==> config.mk <==
export PLATFORM = sky130hd
export DESIGN_NAME = alu_op_sequencer
export DESIGN_NICKNAME = d
export VERILOG_FILES = /design/src/rtl/alu_op_sequencer.sv
export SDC_FILE = /design/constraint.sdc
export NUM_CORES = 1
export LEC_CHECK = 0
export CORE_MARGIN = 2
export CORE_UTILIZATION = 44
export CTS_BUF_LIST = sky130_fd_sc_hd__clkbuf_8
export DETAILED_ROUTE_END_ITERATION = 10
export PLACE_DENSITY = 0.87
export SYNTH_ARGS = -nofsm -noshare
export SYNTH_HDL_FRONTEND = slang
export SYNTH_SLANG_ARGS = --single-unit
==> constraint.sdc <==
create_clock -name clk -period 4.6 [get_ports clk]
set_clock_uncertainty 0.1 [all_clocks]
set_input_delay 0.92 -clock clk [delete_from_list [all_inputs] [get_ports clk]]
set_output_delay 0.92 -clock clk [all_outputs]
set_load 0.005 [all_outputs]
==> src/rtl/alu_op_sequencer.sv <==
// ----------------------------------------------------------------------------
// alu_op_sequencer
//   Multi-cycle controller that walks one ALU operation through the shared
//   combinational ALU: accept -> LOADY -> EXEC (stretched for MUL/DIV) ->
//   CAPT -> WBLO -> (WBHI for MUL/DIV) -> IDLE.
//
//   Optional feature macro: DIVZERO_TRAP_EN
//     defined   : DIV with B==0 is rejected in LOADY with an err pulse.
//     undefined : DIV by zero is sequenced like any other DIV.
//
// Ports
//   clk                   rising-edge clock
//   clear                 asynchronous reset, active low
//   req_valid/req_ready   request handshake (ready only in IDLE)
//   req_opcode/ra/rb      request opcode and operands
//   alu_a/alu_b/alu_op    drive the combinational ALU
//   alu_result            64-bit ALU output, captured into Z in CAPT
//   lo_we/hi_we           1-cycle writeback strobes for result_lo/result_hi
//   result_lo/result_hi   Z[31:0] / Z[63:32]
//   done                  1-cycle pulse on final writeback cycle
//   err                   1-cycle pulse on rejected request
// ----------------------------------------------------------------------------
module alu_op_sequencer #(
    parameter int unsigned MULDIV_WAIT = 4
) (
    input  logic        clk,
    input  logic        clear,
    input  logic        req_valid,
    output logic        req_ready,
    input  logic [4:0]  req_opcode,
    input  logic [31:0] req_ra,
    input  logic [31:0] req_rb,
    output logic [31:0] alu_a,
    output logic [31:0] alu_b,
    output logic [4:0]  alu_op,
    input  logic [63:0] alu_result,
    output logic        lo_we,
    output logic        hi_we,
    output logic [31:0] result_lo,
    output logic [31:0] result_hi,
    output logic        done,
    output logic        err
);

    localparam logic [4:0] OP_ADD  = 5'b00011;
    localparam logic [4:0] OP_SUB  = 5'b00100;
    localparam logic [4:0] OP_SHR  = 5'b00101;
    localparam logic [4:0] OP_SHL  = 5'b00110;
    localparam logic [4:0] OP_ROR  = 5'b00111;
    localparam logic [4:0] OP_ROL  = 5'b01000;
    localparam logic [4:0] OP_AND  = 5'b01001;
    localparam logic [4:0] OP_OR   = 5'b01010;
    localparam logic [4:0] OP_MUL  = 5'b01110;
    localparam logic [4:0] OP_DIV  = 5'b01111;
    localparam logic [4:0] OP_NEG  = 5'b10000;
    localparam logic [4:0] OP_NOT  = 5'b10001;
    localparam logic [4:0] OP_SHRA = 5'b10010;

    localparam logic [3:0] WAIT_LD = 4'(MULDIV_WAIT);

    typedef enum logic [2:0] {
        S_IDLE,
        S_LOADY,
        S_EXEC,
        S_CAPT,
        S_WBLO,
        S_WBHI
    } state_t;

    state_t      state, nxt;
    logic [31:0] y_reg;
    logic [31:0] b_reg;
    logic [31:0] ra_hold;     // Ra as seen at accept; moved into Y during LOADY
    logic [63:0] z_reg;
    logic [4:0]  op_reg;
    logic [3:0]  cnt;

    logic accept;
    logic op_legal;
    logic op_muldiv;
    logic div_trap;

    function automatic logic legal_fn(input logic [4:0] op);
        case (op)
            OP_ADD, OP_SUB, OP_SHR, OP_SHL, OP_ROR, OP_ROL, OP_AND, OP_OR,
            OP_MUL, OP_DIV, OP_NEG, OP_NOT, OP_SHRA: legal_fn = 1'b1;
            default:                                 legal_fn = 1'b0;
        endcase
    endfunction

    assign accept    = req_valid & req_ready;
    assign op_legal  = legal_fn(op_reg);
    assign op_muldiv = (op_reg == OP_MUL) || (op_reg == OP_DIV);

`ifdef DIVZERO_TRAP_EN
    assign div_trap  = (op_reg == OP_DIV) && (b_reg == 32'd0);
`else
    assign div_trap  = 1'b0;
`endif

    // State register
    always_ff @(posedge clk or negedge clear) begin
        if (!clear) state <= S_IDLE;
        else        state <= nxt;
    end

    // Next state and strobes
    always_comb begin
        nxt       = state;
        req_ready = 1'b0;
        lo_we     = 1'b0;
        hi_we     = 1'b0;
        done      = 1'b0;
        err       = 1'b0;
        case (state)
            S_IDLE: begin
                req_ready = 1'b1;
                if (req_valid) nxt = S_LOADY;
            end
            S_LOADY: begin
                if (!op_legal || div_trap) begin
                    err = 1'b1;
                    nxt = S_IDLE;
                end else begin
                    nxt = S_EXEC;
                end
            end
            S_EXEC: begin
                // Non MUL/DIV leave after one cycle; MUL/DIV run the counter down.
                if (!op_muldiv || cnt == 4'd0) nxt = S_CAPT;
            end
            S_CAPT: nxt = S_WBLO;
            S_WBLO: begin
                lo_we = 1'b1;
                if (op_muldiv) begin
                    nxt = S_WBHI;
                end else begin
                    done = 1'b1;
                    nxt  = S_IDLE;
                end
            end
            S_WBHI: begin
                hi_we = 1'b1;
                done  = 1'b1;
                nxt   = S_IDLE;
            end
            default: nxt = S_IDLE;
        endcase
    end

    // Datapath registers
    always_ff @(posedge clk or negedge clear) begin
        if (!clear) begin
            y_reg   <= '0;
            b_reg   <= '0;
            ra_hold <= '0;
            z_reg   <= '0;
            op_reg  <= '0;
            cnt     <= '0;
        end else begin
            if (accept) begin
                op_reg  <= req_opcode;
                ra_hold <= req_ra;
                // NEG/NOT are unary: keep B at zero so the ALU sees a clean operand.
                b_reg   <= (req_opcode == OP_NEG || req_opcode == OP_NOT) ? 32'd0 : req_rb;
            end
            if (state == S_LOADY) y_reg <= ra_hold;
            if (state == S_LOADY && nxt == S_EXEC)  cnt <= WAIT_LD;
            else if (state == S_EXEC && cnt != 4'd0) cnt <= cnt - 4'd1;
            if (state == S_CAPT) z_reg <= alu_result;
        end
    end

    assign alu_a     = y_reg;
    assign alu_b     = b_reg;
    assign alu_op    = op_reg;
    assign result_lo = z_reg[31:0];
    assign result_hi = z_reg[63:32];

endmodule

* Word-level counts from Yosys, hierarchy flattened
Memory sizes are Yosys's and may differ from the RTL's. Cells that the tools add are included.
Word-level totals: register bits after elaboration 172, memory bits (read-only) 32, input bits 136, output and inout port bits 138, logic and storage cells 45, memories kept 1
Memory list:
- (name not given) | words 32, bits a word 1, rd ports 1, clocked after Yosys merged registers in 0, wr ports 0, RTL line 84 | case (op)
Operators by class: add/subtract/negate cells 1, equality and inequality tests 10, multiplexer cells 15, bitwise operators 1, reduce and logical (&&, ||, !) cells 10
Operators by type and width (count):
- $mux W32 | 1
- $pmux W3 S5 | 1
- $eq A5 B4 Y1 const B | 2
- $eq A5 B5 Y1 const B | 2
- $eq A3 B2 Y1 const B | 3
- $mux W3 | 3
- $mux W4 | 2
- $eq A3 B3 Y1 const B | 2
- $mux W1 | 6
- $logic_not A4 Y1 | 1
- $reduce_bool A4 Y1 | 1
- $sub A4 B1 Y4 const B | 1
- $eq A3 B1 Y1 const B | 1
- $logic_not A3 Y1 | 1
- $logic_or A1 B1 Y1 | 3
- $logic_and A1 B1 Y1 | 2
- $mux W2 | 1
- $pmux W1 S2 | 1
- $reduce_bool A2 Y1 | 1
- $and A1 B1 Y1 | 1
- $logic_not A1 Y1 | 1

* Longest topological paths before layout
word-level depth 9, depth in mapped cells 6, gate-level depth less buffers 6

* Worst setup path before layout
OpenSTA, ideal clock, no wires.
kind register -> output, from register op_reg[3], in the netlist alu_op[3], to output port err, arrival time 1.191 ns, data required time 3.580 ns, slack 2.389 ns, cell stages (with the launch flop) 4, path through dfrtp_1 > nor2b_1 > o211a_1 > o41a_1
On the way: longest elaborated chain between the ends 3
Ends and longest elaborated chain:
- from (decl) | RTL line 75 | logic [4:0] op_reg;
- from (signal assigned) | RTL line 162 | op_reg <= req_opcode;
- $mem_v2 Z32 W1
- $mux W1 | RTL line 121 | if (!op_legal || div_trap) begin
- $mux W1 | RTL line 115 | case (state)
- to (decl) | RTL line 42 | output logic err
No other way between the ends.

* Worst setup path after layout
from register state[0], to output port err
On the way: longest elaborated chain between the ends 2
Ends and longest elaborated chain:
- from (decl) | RTL line 70 | state_t state, nxt;
- from (signal assigned) | RTL line 104 | else state <= nxt;
- $eq A3 B1 Y1 | RTL line 115
- $mux W1 | RTL line 115
No other way between the ends.

==> key figures <==
Clock tree
  • Root Buffer: clkbuf_8
  • # resized after CTS: 0
  • Post-CTS setup repair buffer count: 0
  • CTS Buf Count: 17
  • Worst-skew pair later-pin latency: ~0.46 ns
  • Worst-path clk slew: about 0.09 ns
  • H-tree levels: 4
  • CTS tree: yes
  • Hold-fix buffers at CTS: 0
  • Clock Sinks: 172
  • Clk buf depth: 2

Power
  • Flop pwr share: 41.3%
  • Worst VDD drop: 0.000327 V
  • Int Pwr: 4.66 mW
  • Pwr dens: 665 nW/um^2
  • Pleak: approximately 4.2 nW
  • Sw Ratio: 29.3%
  • Net Sw Power: about 1.9 mW
  • Clock power share: 16.2%
  • Combinational fraction of design power: 42.5%
  • Power Total: 6.59 mW

Yosys
  • Yosys reg bits: 172
  • Synth top area share: 64.8%
  • Distinct cell type count after synthesis: 37
  • Synthesis Warnings: 0
  • Post-synthesis sequential area ratio: between 60% and 70%
  • Ys async rst share: 100%
  • EDFF count, synth: 0
  • Dominant cell type by area after synthesis: dfrtp_1
  • Syn Area/Cell: 14.2 um^2
  • Mapped Area: between 6000 and 7000 um^2
  • Synth area leaders: dfrtp_1 65%, mux2_2 22%, nand2_1 3.8%, o21ai_0 1.7%, mux2_1 1.0%
  • Synth Instances: between 400 and 500
  • Top FF cell, synth: dfrtp_1
  • Net Count, Synth: 605

Timing
  • RSZ-0062 raised after global routing: false
  • Min cycle time layout: 3.34 ns
  • Max Slew Vio Count: 0
  • Final Setup Violations: 0
  • Fmax: 0.299 GHz
  • Slew HR: 26.3%
  • Actual slew at the worst max-slew pin: 1.11 ns
  • Final setup TNS: 0 ns
  • Crit share post-route: 72.6%
  • Final Hold Viols: 0

Die
  • Placeable Area: 14600 um^2
  • Overall die height: 127 um
  • Die Wd: 127 um
  • Row Count: 44
  • Effective utilization at floorplan: a little under half
  • Top Ports: 274
  • Total die area: 16100 um^2

Route
  • DR vias/cell: 5.01
  • Total Wirelength: 16300 um
  • Detail Route Antenna Nets: 0
  • Wire length per cell: 17.4 um
  • DRC errors left: 0
  • Routed vias: 4690
  • DR pass1 iterations: 4
  • Drt first-iter violations: between 150 and 200

Global route
  • GRT met3 Usage: under 10%
  • Largest net degree at the start of global routing: 113
  • Overflow after GRT: 0
  • M1 GR Usage: 24.1%
  • GRT Util Overall: 20.6%
  • Wire length of the first global-routing pass: around 26000 um
  • Global-route met2 utilization: between 30% and 40%
  • Initial antenna violation count: 0
  • Vias in the first global route: 5004
  • Grt peak-use layer: met2

Critical path
  • Top delay family on crit path: buffers and inverters
  • Critical Path RT: 3.58 ns
  • CP peak stage delay: about 0.5 ns
  • CP cell instances: nor3b_4 -> buf_4 -> o41a_1 -> clkdlybuf4s50_1
  • Critical Path Slowest Stage Cell: clkdlybuf4s50_1
  • Setup crit end kind: output port
  • Worst Path Buf+Inv: 2
  • WP data arrival: ~2.3 ns
  • Worst-path maximum fanout: 34
  • Setup crit start kind: register
  • Crit Path Class: register to output port

Layout
  • Cell area after layout: about 9900 um^2
  • Layout cells sized above 1: ~22%
  • Nets: 876
  • Final Util: between 60% and 70%
  • Most common cell after layout, fill and taps aside: clkdlybuf4s50_1
  • Antenna diodes: 0
  • Final non-filler cell total: 936
  • Area growth, synth to finish: 49.2%
  • Max FFs per register: between 60 and 70
  • Most frequent cells in the layout: 272 x clkdlybuf4s50_1, 172 x dfrtp_1, 127 x mux2_2

Outcome
  • Status: complete, no violations

Placed design
  • Dpl cells: 904
  • IO Port Bufs: 273
  • DP Wirelength: 11800 um
  • Area after DPL: 9520 um^2
  • GP Congestion: 0.766

Hold path
  • Worst hold path type: register to register

Flow run
  • Max_cap viols: 0
[power groups by stage]
stage               clock network (mW)  logic, mW  registers, mW
finish                            1.07       2.80           2.72
global route                      1.16       3.02           2.82
CTS                               1.09       2.85           2.73
detailed placement                   0       2.83           2.75
global placement                     0       2.74           2.68
floorplan                            0       1.19           2.72
[through the flow]
stage	hold slack [ns]	setup WS, ns
after CTS	0.395	1.20
after detailed placement	0.373	1.60
after floorplan	0.359	2.39
after global routing	0.424	1.10
after global placement	0.362	1.71
final	0.387	1.26
[worst paths after layout]
path	start	slack [ns]	to	depth (start not counted)
max	state[0]$_DFF_PN0_	1.26	err	4
min	alu_b[4]$_DFFE_PN0P_	0.39	alu_b[4]$_DFFE_PN0P_	2
max reg2reg	state[2]$_DFF_PN0_	2.19	alu_b[19]$_DFFE_PN0P_	5
min reg2reg	alu_b[4]$_DFFE_PN0P_	0.39	alu_b[4]$_DFFE_PN0P_	2
max in group asynchronous	clear	2.98	z_reg[4]$_DFFE_PN0P_	2
min in group asynchronous	clear	0.46	z_reg[6]$_DFFE_PN0P_	1
[worst min-delay path, delay by kind of cell (launching register included)]
kind / cells / cell delay, ns
and+or+nand+nor: 1 / 0.05
AOI/OAI and AO/OA: 1 / 0.06
DFF: 1 / 0.36
[Yosys cell counts, types with 2 or more instances]
library cell  count
dfrtp_1         172
mux2_2          127
nand2_1          68
o21ai_0          23
buf_2            12
o21ai_1          10
clkbuf_1          6
mux2_1            6
nor2_1            5
buf_6             4
nor3b_1           4
buf_4             3
inv_1             2
or3_1             2
xnor2_1           2
[logic make-up (layout without fill, tap and decap cells)]
family,Yosys count,after routing,share of synthesized area (%)
flops,172,172,64.8
compound gates,40,40,3.35
xor+xnor,2,2,0.264
mux,133,133,22.5
simple gates,93,93,6.53
fa+ha+maj,1,1,0.188
buf+inv,27,311,2.37
[final cells by class]
| cell class | count | area [um^2] |
|---|---|---|
| flip-flops and latches | 172 | 4300 |
| multi-input cells | 269 | 2200 |
| well taps | 184 | 230 |
| inverters | 2 | 7.51 |
| fillers | 1038 | 4730 |
| clock inverters | 13 | 139 |
| repair buffers | 277 | 2780 |
| clock buffers | 19 | 262 |
[layer usage]
layer | vias to the layer above | share of wire [%]
met5 | - | 0
met4 | 0 | 2.3
li1 | 2156 | -
met3 | 32 | 7.7
met2 | 183 | 51
met1 | 2319 | 39
(Power assumes the default switching activity.)
